--- src/rtl/pc_fetch_unit.sv ---
// rtl/pc_fetch_unit.sv - program counter and fetch sequencer with bounded fetch range
module pc_fetch_unit #(
    parameter logic [31:0] RESET_PC   = 32'h0000_0000,
    parameter int          IMEM_WORDS = 64
) (
    input  logic        clk,
    input  logic        rst,
    input  logic        stall,
    input  logic        branch,
    input  logic [15:0] branch_imm,
    input  logic        jump,
    input  logic [25:0] jump_addr,
    input  logic        halt_req,
    output logic [31:0] pc,
    output logic [31:0] pc_plus4,
    output logic        fetch_valid,
    output logic        fault,
    output logic [31:0] retired
);

    typedef enum logic [1:0] {
        ST_BOOT  = 2'd0,
        ST_RUN   = 2'd1,
        ST_HALT  = 2'd2,
        ST_FAULT = 2'd3
    } state_t;

    // One bit wider than the PC so the limit itself is representable for any IMEM_WORDS.
    localparam logic [32:0] PC_LIMIT = 33'(IMEM_WORDS) * 33'd4;

    state_t      state;
    state_t      next_state;
    logic [31:0] next_pc;
    logic [31:0] candidate_pc;
    logic [31:0] jump_target;
    logic [31:0] branch_target;
    logic [31:0] branch_offset;
    logic        retire_inc;
    logic        out_of_range;

    assign pc_plus4      = pc + 32'd4;
    assign jump_target   = {pc_plus4[31:28], jump_addr, 2'b00};
    assign branch_offset = {{14{branch_imm[15]}}, branch_imm, 2'b00};
    assign branch_target = pc_plus4 + branch_offset;

    // Jump outranks branch; stall and halt are resolved in the state logic.
    always_comb begin
        candidate_pc = pc_plus4;
        if (jump) begin
            candidate_pc = jump_target;
        end else if (branch) begin
            candidate_pc = branch_target;
        end
    end

    assign out_of_range = ({1'b0, candidate_pc} >= PC_LIMIT);

    always_comb begin
        next_state = state;
        next_pc    = pc;
        retire_inc = 1'b0;
        unique case (state)
            ST_BOOT: begin
                next_state = ST_RUN;
            end
            ST_RUN: begin
                if (halt_req) begin
                    next_state = ST_HALT;
                end else if (stall) begin
                    next_state = ST_RUN;
                end else if (out_of_range) begin
                    next_state = ST_FAULT;
                end else begin
                    next_pc    = candidate_pc;
                    retire_inc = 1'b1;
                end
            end
            ST_HALT: begin
                next_state = ST_HALT;
            end
            ST_FAULT: begin
                next_state = ST_FAULT;
            end
            default: begin
                next_state = ST_BOOT;
            end
        endcase
    end

    always_ff @(posedge clk or negedge rst) begin
        if (!rst) begin
            state   <= ST_BOOT;
            pc      <= RESET_PC;
            retired <= 32'd0;
        end else begin
            state   <= next_state;
            pc      <= next_pc;
            if (retire_inc) begin
                retired <= retired + 32'd1;
            end
        end
    end

    assign fetch_valid = (state == ST_RUN);
    assign fault       = (state == ST_FAULT);

endmodule
--- config.mk ---
export PLATFORM = sky130hd
export DESIGN_NAME = pc_fetch_unit
export DESIGN_NICKNAME = d
export VERILOG_FILES = /design/src/rtl/pc_fetch_unit.sv
export SDC_FILE = /design/constraint.sdc
export NUM_CORES = 1
export LEC_CHECK = 0
export CAP_MARGIN = 5
export CORE_UTILIZATION = 50
export CTS_BUF_LIST = sky130_fd_sc_hd__clkbuf_16
export DETAILED_ROUTE_END_ITERATION = 12
export PLACE_DENSITY = 0.78
export SYNTH_ARGS = -nofsm -noshare
export SYNTH_HDL_FRONTEND = slang
export SYNTH_SLANG_ARGS = --single-unit
--- constraint.sdc ---
create_clock -name clk -period 5.3 [get_ports clk]
set_input_delay 0.795 -clock clk [delete_from_list [all_inputs] [get_ports clk]]
set_output_delay 0.795 -clock clk [all_outputs]
set_load 0.005 [all_outputs]
==> summary.txt <==
run status: finished, final reports clean
number of global-route vias before repair: 5713
register area share after synthesis: 29.0%
Clk pin slew, worst setup/hold paths: 0.06 ns
top-count cell post-synth: dfrtp_1
first-pass GRT wire length: 28.6 mm
worst slew margin relative to its limit: 45.4%
Ports: 146
minimum clock period: 5.08 ns
PwrDens: 155 mW/mm^2
GRT Total Usage: 31.3%
synth unique cells: 74
CP Launch Point: pc[3]
final worst-path cycle share: 95.9%
core area: 0.0110 sq mm
largest net degree at the start of global routing: 67
Final HPWL DP: 13.9 mm
Die X: 109 um
Die H: 109 um
Final Hold Fails: 0
P_leak: 3.41 nW
area of the multi-input gates: 0.00384 sq mm
Max stage delay on crit path: 0.44 ns
critical path capture point type: flop
synth top area cells: dfrtp_1 (29%), xor2_1 (7.1%), ha_1 (7.0%)
Num CTS Buffers: 9
global placer's final weighted congestion: 0.931
Reg2Reg Capture Point: retired[24]
synthesized net count: 747
achievable clock frequency: 197 MHz
Nets: 902
CTS Sinks: 66
Register Area: 0.00165 sq mm
Pre-antenna DRT Iters: 7
Hold Path Sink: retired[22]
Ys Warns: 0
Layout area overhead: 35.4%
layout cells sized above 1: 11.5%
Starting Density: 51.9%
most used cell, CP: buf_4
CTS Buffer Depth: 2
Logic pwr share: 12.6%
HP Class: flop to flop
CP startpoint kind: flop
root buffer cell: clkbuf_16
CP Cell Sequence: ha_1 -> nand4_1 -> nor2_1 -> buf_4 -> nand2_1 -> xnor2_1 -> ha_1 -> a21oi_1 -> o21ai_1 -> o21ai_1 -> and4b_1 -> a311oi_1 -> nor4_2 -> nand4_1 -> nor4_4 -> buf_4 -> o2111ai_4 -> buf_4 -> nor3_2 -> xor2_1
initial antenna violation count: 0
delay-heaviest family, CP: simple AND/OR/NAND/NOR gates
Syn Area/Cell: 8.56 sq um
die area: 0.0118 sq mm
slowest CP cell: dfrtp_1
post-synth top area cell: dfrtp_1
DRT Wirelength: 18.6 mm
Critical Path AT: 5.31 ns
Worst Max-Slew Pin Slew: 0.818 ns
Setup violations, final: 0
HP Start: retired[22]
EDFF count, synth: 0
input/output buffers: 145
Clock Skews: 0.00935 ns
CP Buf/Inv Count: 3
Max-Cap Viols: 0
Reg2Reg Depth: 20
WL/cell: 19.2 um
ANT cells: 0
Sw Pwr: 0.303 mW
worst setup margin: 0.220 ns
IR drop worst, VDD: 217 uV
hold path depth: 1
critical path class: flop to flop
worst skew pair latency: 0.33 ns
Fill cells: 862
ys async rst share: 100%
critical path peak fanout: 7
Worst EP required: 5.53 ns
final global-route overflow total: 0
Pint: 0.890 mW
CTS tree: done
switching share of power: 25.4%
Post-synth top cells: dfrtp_1 (66), nand2_1 (57), nor2_1 (46), xor2_1 (46), a21oi_1 (40)
routed via count: 5888
H-tree level count: 3
clock network power share: 44.8%
reg2reg setup slack: 0.22 ns
max-slew violation count: 0
FP Rows: 38
register bit total from synthesis: 66
Iter 0 DRT Violations: 482
drt via density: 6.10
Mapped Cells: 666
Setup WS pre-CTS: 0.123 ns
Seq pwr share: 42.6%
Setup TNS: 0 ns
worst r2r src: pc[3]
# DRC: 0
remaining antenna violation count: 0
Post-Syn Area: 0.00570 sq mm
top-area cell type share of the netlist area: 29.0%
Post-synth top flop: dfrtp_1
sequential cells by signal, summed over array words and instances (netlist names):
register  count
pc           32
retired      32
state         2
logic make-up after synthesis:
group | share of synthesized area [%]
AO/OA/AOI/OAI | 16.9
multiplexers | 1.71
buffers and inverters | 4.33
adder cells (fa/ha/maj) | 7.38
XOR/XNOR | 12.5
AND/OR/NAND/NOR | 28.2
flip-flops | 29.0
power groups by stage:
stage	Sequential (mW)	Clock, mW	Combinational (mW)
finish	0.508	0.535	0.150
global route	0.508	0.562	0.164
CTS	0.508	0.538	0.148
detailed placement	0.517	0	0.146
global placement	0.517	0	0.144
floorplan	0.516	0	0.0713
repair_timing:
| item | CTS | global route |
|---|---|---|
| hold buffers | 0 | 0 |
| endpoints found under the setup margin | 0 | 61 |
| gates resized for setup | 0 | 5 |
| buffers inserted | 0 | 3 |
layer usage:
| metal | up-vias | wire [um] | global-route usage [%] |
|---|---|---|---|
| met4 | 0 | 478 | 10.4 |
| met2 | 249 | 9210 | 54.7 |
| met1 | 2861 | 7700 | 39.1 |
| met5 | - | 0 | 0 |
| li1 | 2735 | - | - |
| met3 | 43 | 1180 | 5.26 |
area by class of cell:
| class | instances | share of cell area, % |
|---|---|---|
| clock buffer | 9 | 2.92 |
| sequential | 66 | 21.4 |
| inverter | 18 | 0.876 |
| timing repair buffer | 180 | 22.2 |
| multi-input combinational | 546 | 49.8 |
| tap | 140 | 2.27 |
| clock inverter | 7 | 0.600 |
worst max path at each step:
stage / to / depth (start not counted)
3_5_place_dp: retired[29] / 14
3_3_place_gp: pc[8] / 15
5_1_grt: retired[24] / 20
4_1_cts: retired[24] / 19
2_1_floorplan: retired[19] / 21
6_report: retired[24] / 20
worst register-to-register path: cells and delay by family, from the launching register on:
family	cells	cell delay (ns)
compound gates	5	0.96
simple gates	8	1.81
xor+xnor	2	0.54
fa+ha+maj	2	0.64
buf+inv	3	0.61
flops	1	0.44
placed cells by master (no fill, tap or decap), types with 3 or more instances in the layout:
| master | instances |
|---|---|
| a211oi_1 | 11 |
| a21o_1 | 13 |
| a21oi_1 | 40 |
| a31oi_1 | 6 |
| and2_1 | 32 |
| and3_1 | 13 |
| and4_1 | 5 |
| buf_4 | 35 |
| clkbuf_16 | 9 |
| clkdlybuf4s50_1 | 144 |
| dfrtp_1 | 66 |
| ha_1 | 32 |
| inv_1 | 18 |
| mux2_2 | 5 |
| mux2i_1 | 3 |
| nand2_1 | 57 |
| nand2b_1 | 5 |
| nand3_1 | 31 |
| nand4_1 | 25 |
| nor2_1 | 46 |
| nor2b_1 | 5 |
| nor3_1 | 14 |
| nor3_2 | 12 |
| nor4_1 | 9 |
| nor4_4 | 3 |
| o2111ai_1 | 3 |
| o211ai_1 | 6 |
| o21ai_0 | 19 |
| o21ai_1 | 6 |
| o221ai_1 | 6 |
| or2_2 | 5 |
| xnor2_1 | 34 |
| xor2_1 | 46 |
stage by stage:
stage	instances	utilization, %	hold WS [ns]	cell area [sq um]	power (mW)
finish	966	70.3	0.483	7720	1.19
global route	966	70.3	0.507	7720	1.23
CTS	962	69.7	0.488	7650	1.19
detailed placement	946	67.2	0.478	7380	0.663
global placement	946	67.2	0.475	7380	0.661
floorplan	666	-	0.465	5700	0.587
(Power assumes the default switching activity.)
